[config.mk]
export PLATFORM = sky130hd
export DESIGN_NAME = reg_file
export DESIGN_NICKNAME = d
export VERILOG_FILES = /design/src/rtl/reg_file.sv
export SDC_FILE = /design/constraint.sdc
export NUM_CORES = 2
export LEC_CHECK = 0
export BUFFER_PORTS_ARGS = -buffer_cell sky130_fd_sc_hd__buf_2
export CORE_ASPECT_RATIO = 1.75
export CORE_UTILIZATION = 69
export DETAILED_ROUTE_END_ITERATION = 12
export PLACE_DENSITY = 0.87
export SETUP_SLACK_MARGIN = 0.15
export SLEW_MARGIN = 20
export SYNTH_ARGS = -nofsm -noshare
export SYNTH_HDL_FRONTEND = slang
export SYNTH_SLANG_ARGS = --single-unit
[constraint.sdc]
create_clock -name clk -period 13.3 [get_ports clk]
set_clock_uncertainty 0.1 [all_clocks]
set_input_delay 1.33 -clock clk [delete_from_list [all_inputs] [get_ports clk]]
set_output_delay 1.33 -clock clk [all_outputs]
set_load 0.02 [all_outputs]
[src/rtl/reg_file.sv]
// ---------------------------------------------------------------------------
// reg_file -- RV32 integer register file with write-back scoreboard.
//
// Receives the write-back port and keeps x0 hardwired to zero. Two read
// ports return data combinationally and bypass a same-cycle write. A busy
// bit per register tracks in-flight writers so that decode can stall on
// read-after-write (hazard1/hazard2) and write-after-write (waw) hazards.
//
// Parameters:
//   NREGS      number of architectural registers (index width is 5)
//   RESET_VAL  value loaded into x1..x31 on reset
//
// Ports:
//   clk, reset           clock, synchronous active-high reset
//   w_en, waddr, wdata   write-back port; waddr[5]=1 means "no destination"
//   raddr1/2, rdata1/2   combinational read ports with write bypass
//   issue_en, issue_dest decode issue; issue_dest encoded like waddr
//   hazard1/2            read operand pending and not bypassable this cycle
//   waw                  issue_dest is already busy
//   stall                hazard1 | hazard2 | waw
//   pend_cnt             number of busy registers (popcount of busy)
// ---------------------------------------------------------------------------
module reg_file #(
  parameter int unsigned NREGS     = 32,
  parameter logic [31:0] RESET_VAL = 32'h0000_0000
) (
  input  logic        clk,
  input  logic        reset,
  input  logic        w_en,
  input  logic [5:0]  waddr,
  input  logic [31:0] wdata,
  input  logic [4:0]  raddr1,
  input  logic [4:0]  raddr2,
  output logic [31:0] rdata1,
  output logic [31:0] rdata2,
  input  logic        issue_en,
  input  logic [5:0]  issue_dest,
  output logic        hazard1,
  output logic        hazard2,
  output logic        waw,
  output logic        stall,
  output logic [5:0]  pend_cnt
);

  // True when a 6-bit destination names a real, writable register.
  function automatic logic is_real_dest(input logic [5:0] dest);
    return (dest[5] == 1'b0) && (dest[4:0] != 5'd0);
  endfunction

  // Architectural state.
  logic [31:0]      regs_r [NREGS];
  logic [NREGS-1:0] busy_r;
  logic [5:0]       pend_cnt_r;

  // Decoded control.
  logic [4:0]       w_idx_s;
  logic [4:0]       i_idx_s;
  logic             wr_valid_s;
  logic             issue_real_s;
  logic             byp1_s;
  logic             byp2_s;
  logic             hazard1_s;
  logic             hazard2_s;
  logic             waw_s;
  logic             stall_s;
  logic             set_s;
  logic             clr_s;
  logic             clr_eff_s;
  logic [31:0]      rdata1_s;
  logic [31:0]      rdata2_s;
  logic [NREGS-1:0] busy_next_s;
  logic [5:0]       pend_next_s;

  assign w_idx_s      = waddr[4:0];
  assign i_idx_s      = issue_dest[4:0];
  assign wr_valid_s   = w_en & is_real_dest(waddr);
  assign issue_real_s = issue_en & is_real_dest(issue_dest);

  // A valid write to the read index this cycle forwards its data and also
  // resolves any pending hazard on that register.
  assign byp1_s = wr_valid_s & (w_idx_s == raddr1);
  assign byp2_s = wr_valid_s & (w_idx_s == raddr2);

  // Read port 1: x0 reads zero, then bypass, then the array.
  always_comb begin
    rdata1_s = 32'h0000_0000;
    if (raddr1 == 5'd0) begin
      rdata1_s = 32'h0000_0000;
    end else if (byp1_s) begin
      rdata1_s = wdata;
    end else begin
      rdata1_s = regs_r[raddr1];
    end
  end

  // Read port 2: x0 reads zero, then bypass, then the array.
  always_comb begin
    rdata2_s = 32'h0000_0000;
    if (raddr2 == 5'd0) begin
      rdata2_s = 32'h0000_0000;
    end else if (byp2_s) begin
      rdata2_s = wdata;
    end else begin
      rdata2_s = regs_r[raddr2];
    end
  end

  // Hazard detection. busy_r[0] is held at zero, but x0 is excluded
  // explicitly so a hazard can never be raised for it.
  always_comb begin
    hazard1_s = (raddr1 != 5'd0) & busy_r[raddr1] & ~byp1_s;
    hazard2_s = (raddr2 != 5'd0) & busy_r[raddr2] & ~byp2_s;
    // A write retiring the same register does not cancel waw; decode retries.
    waw_s     = issue_real_s & busy_r[i_idx_s];
    stall_s   = hazard1_s | hazard2_s | waw_s;
  end

  // Scoreboard set/clear qualification. Clearing a register that is not
  // busy is a no-op, which is what keeps pend_cnt from underflowing.
  always_comb begin
    set_s     = issue_real_s & ~stall_s;
    clr_s     = wr_valid_s & busy_r[w_idx_s];
    clr_eff_s = clr_s & ~(set_s & (i_idx_s == w_idx_s));
  end

  // Next busy vector: clear first, then set, so set wins on a collision.
  always_comb begin
    busy_next_s = busy_r;
    if (clr_s) begin
      busy_next_s[w_idx_s] = 1'b0;
    end else begin
      busy_next_s = busy_r;
    end
    if (set_s) begin
      busy_next_s[i_idx_s] = 1'b1;
    end else begin
      busy_next_s[i_idx_s] = busy_next_s[i_idx_s];
    end
    busy_next_s[0] = 1'b0;
  end

  // Next pending count tracks the busy vector by +1/-1 increments.
  always_comb begin
    pend_next_s = pend_cnt_r;
    case ({set_s, clr_eff_s})
      2'b10:   pend_next_s = pend_cnt_r + 6'd1;
      2'b01:   pend_next_s = pend_cnt_r - 6'd1;
      default: pend_next_s = pend_cnt_r;
    endcase
  end

  // State update: reset overrides any write or issue in the same cycle.
  always_ff @(posedge clk) begin
    if (reset) begin
      for (int i = 0; i < int'(NREGS); i++) begin
        regs_r[i] <= (i == 0) ? 32'h0000_0000 : RESET_VAL;
      end
      busy_r     <= {NREGS{1'b0}};
      pend_cnt_r <= 6'd0;
    end else begin
      if (wr_valid_s) begin
        regs_r[w_idx_s] <= wdata;
      end
      busy_r     <= busy_next_s;
      pend_cnt_r <= pend_next_s;
    end
  end

  assign rdata1   = rdata1_s;
  assign rdata2   = rdata2_s;
  assign hazard1  = hazard1_s;
  assign hazard2  = hazard2_s;
  assign waw      = waw_s;
  assign stall    = stall_s;
  assign pend_cnt = pend_cnt_r;

  reg_file_chk #(
    .NREGS (NREGS)
  ) u_chk (
    .clk      (clk),
    .reset    (reset),
    .busy     (busy_r),
    .pend_cnt (pend_cnt_r)
  );

endmodule

// ---------------------------------------------------------------------------
// reg_file_chk -- scoreboard consistency properties.
//
// Ports:
//   clk, reset  clock and synchronous reset of the register file
//   busy        busy vector of the scoreboard
//   pend_cnt    pending-writer count
// ---------------------------------------------------------------------------
module reg_file_chk #(
  parameter int unsigned NREGS = 32
) (
  input logic             clk,
  input logic             reset,
  input logic [NREGS-1:0] busy,
  input logic [5:0]       pend_cnt
);

  // The pending count is always the popcount of the busy vector.
  a_pend_popcount: assert property (@(posedge clk) disable iff (reset)
    ({26'd0, pend_cnt} == 32'($countones(busy))));

  // x0 never becomes busy.
  a_x0_never_busy: assert property (@(posedge clk) disable iff (reset)
    (busy[0] == 1'b0));

  // The count never leaves its legal range.
  a_pend_range: assert property (@(posedge clk) disable iff (reset)
    (pend_cnt <= 6'd31));

endmodule

==> flow_summary.json <==
{
  "outcome": "completed",
  "initial_core_util": 0.695,
  "routed_wl_um": 203000,
  "post-synth-top-count-cell": "edfxtp_1",
  "crit_type": "input pin to primary output",
  "htree_levels": 3,
  "place.gp.congestion": 0.960,
  "whs_endpoint": "pend_cnt[1]",
  "regArea_mm2": 0.0315,
  "worstPathCellList": "buf_8 > buf_12 > buf_4 > mux4_2 > mux4_2 > a21oi_1 > a211oi_1 > buf_2",
  "cp_max_fo": 102,
  "num_rows": 141,
  "critPathMaxStageDelay_ns": 0.91,
  "period_share": 0.545,
  "synthTopCellsByCount": "1,024 x edfxtp_1, 996 x and2_1, 593 x mux4_2",
  "ys_warn_count": 0,
  "ys_seq_area_frac": 0.537,
  "synthArstFlopShare": 0,
  "die_y_um": 387,
  "crit_top_cell": "mux4_2",
  "vias": 41460,
  "leakage_nw": 21.7,
  "ctsHoldBuffers": 0,
  "grt_setup_unrepaired": "false",
  "timing.setup.tns_ns": 0,
  "die-area_mm2": 0.0861,
  "crit_slowest_cell": "buf_4",
  "cpLargestDelayFamily": "buffers and inverters",
  "ff2ff_path_depth": 14,
  "avgSynthCellArea_um2": 15.0,
  "nNetsFinal": 3911,
  "drive_gt1_frac": 0.274,
  "first_pass_iters": 6,
  "synthSimpleGateAreaFrac": 0.128,
  "slew_viol_final": 0,
  "slew_headroom": 0.229,
  "cts_sinks": 1061,
  "grt_overflow": 0,
  "clk_pin_slew_ns": 0.06,
  "grt_pass1_wl_um": 287000,
  "worstSetupEndpointType": "primary output",
  "drc": 0,
  "drt-wirelength-per-cell_um": 40.5,
  "synth_top_area_share": 0.525,
  "synth_compound_area_frac": 0.0430,
  "cts-buffers-inserted": 93,
  "clk_latency_ns": 0.71,
  "ys_top_cells_by_area": "edfxtp_1 52%, mux4_2 23%, and2_1 11%, mux2i_1 2.8%, clkbuf_1 2.1%",
  "grtUsageTotal": 0.483,
  "synth_top_family_by_area": "multiplexers",
  "dp_hpwl_um": 108000,
  "hold_depth": 2,
  "r2r-start": "busy_r[31]",
  "crit_path_start_kind": "input pin",
  "synth_edf_count": 1024,
  "viasPerCell": 8.25,
  "fin_area_mm2": 0.0636,
  "drtIter0Drc": 8076,
  "fp.coreArea_mm2": 0.0843,
  "critPathBufInv": 4,
  "root_buffer": "clkbuf_16",
  "die_w_um": 222,
  "syn_inst": 3918,
  "muxShareOfSynthArea": 0.257,
  "postPlaceCellArea_mm2": 0.0604,
  "antenna_left": 0,
  "hold_violations": 0,
  "grt_pass1_vias": 41675,
  "r2r_end": "pend_cnt[5]",
  "hp-start": "pend_cnt[1]",
  "maxCapViolCount": 0,
  "finalSetupViolCount": 0,
  "cts_tree": "built",
  "fin_crit_ns": 7.25,
  "cts_resized": 0,
  "synthAdderAreaFrac": 0.00120,
  "synth.distinct_cells": 77,
  "yosysTopAreaCell": "edfxtp_1",
  "multi_input_comb_area_mm2": 0.0260,
  "critPathRequiredTime_ns": 11.87,
  "worstSetupStartpoint": "raddr1[0]",
  "synth_area_mm2": 0.0586,
  "synth_xor_area_frac": 0.00284,
  "antenna_found_initial": 18,
  "synth_seq_cells": 1061,
  "syn2layout_area_growth_pct": 8.58,
  "io_buffers": 131,
  "io_pins": 132,
  "timing.reg2reg.setup_slack_ns": 9.10,
  "cp.arrival_ns": 5.82,
  "ys.flop_type": "edfxtp_1",
  "worst_hold_path_type": "register to register",
  "grt_start_max_net_pins": 103,
  "worst_slew_pin_slew_ns": 1.16,
  "hold_slack_ns": 0.415,
  "cts_buffer_depth": 3,
  "nFillCells": 4589,
  "cts_setup_buffers": 0,
  "fmax_mhz": 138,
  "ir_worst_vdd_v": 0.000108,
  "power.density_mw_per_mm2": 123
}
[routing by layer]
metal	GRT usage	vias up	wire, um
met2	0.708	4955	92400
met4	0.444	10	21700
li1	-	15027	-
met3	0.184	1486	33800
met5	0	-	191
met1	0.547	19982	55500
[cells in the final DEF (no fill, tap or decap), drive strengths merged, types with 5 or more instances in the layout]
| master | count |
|---|---|
| nand3 | 14 |
| nand4 | 5 |
| mux2i | 162 |
| o21ai | 75 |
| xor2 | 8 |
| dfxtp | 37 |
| a211oi | 98 |
| edfxtp | 1024 |
| nand2 | 42 |
| and3 | 7 |
| conb | 32 |
| a221oi | 17 |
| a21o | 5 |
| nand3b | 7 |
| clkinvlp | 5 |
| and2 | 996 |
| nor3 | 12 |
| xnor2 | 11 |
| clkinv | 43 |
| diode | 28 |
| o31ai | 9 |
| a21oi | 70 |
| buf | 235 |
| or3 | 5 |
| or2 | 5 |
| o2111ai | 8 |
| mux2 | 7 |
| bufinv | 12 |
| a22oi | 21 |
| nand2b | 9 |
| mux4 | 593 |
| nor2 | 137 |
| nor2b | 10 |
| nor3b | 6 |
| o211ai | 16 |
| inv | 17 |
| clkbuf | 108 |
[through the flow]
step | worst slack (ns) | std cells | total power [mW] | utilization
floorplan | 7.91 | 3949 | 4.64 | -
global placement | 6.23 | 4825 | 4.96 | 0.716
detailed placement | 6.21 | 4825 | 5.00 | 0.716
CTS | 6.16 | 4998 | 7.77 | 0.754
global route | 5.46 | 5002 | 7.95 | 0.754
finish | 6.05 | 5026 | 7.84 | 0.754
[sequential cells by signal, indices dropped and copies added, names as in the netlist]
signal / count
regs_r: 1024
busy_r: 31
pend_cnt: 6
[power by group]
group	total (mW)	internal [mW]	switching (mW)
sequential	3.94	3.84	0.107
clock	2.86	1.57	1.29
combinational	1.04	0.430	0.614
[cells by family (layout without fill, tap and decap cells)]
group / count (synthesis) / after routing
other: 1 / 60
adders and majority gates: 5 / 5
and+or+nand+nor: 1264 / 1264
xor gates and xnor gates: 19 / 19
muxes: 762 / 762
buffers and inverters: 443 / 420
DFF: 1061 / 1061
AOI/OAI and AO/OA: 363 / 363
[worst register-to-register path, stage by stage (launching register included)]
cell	delay, ns
dfxtp_1	0.38
mux4_2	0.49
mux2i_1	0.75
nand3_1	0.17
nand4_1	0.21
o211ai_1	0.19
and2_1	0.32
ha_1	0.32
a21o_1	0.18
a21oi_1	0.23
o21bai_1	0.11
a21oi_1	0.19
mux2i_1	0.23
xor2_1	0.17
nor2_1	0.05
[worst max path at each step]
| stage | to | cells past startpoint |
|---|---|---|
| finish | rdata1[21] | 8 |
| detailed placement | rdata1[21] | 8 |
| CTS | rdata1[21] | 8 |
| global placement | rdata1[21] | 8 |
| global route | rdata1[21] | 8 |
| floorplan | regs_r[12][0] | 8 |
[area by class of cell]
class                   count  share of cell area
multi-input cells        2445               0.409
well taps                1072              0.0211
flip-flops and latches   1061               0.495
inverters                  12            0.000708
clock buffers             108              0.0386
clock inverters            65              0.0105
diodes                     28             0.00110
repair buffers            235              0.0237
Power figures use the tool's default switching activity.
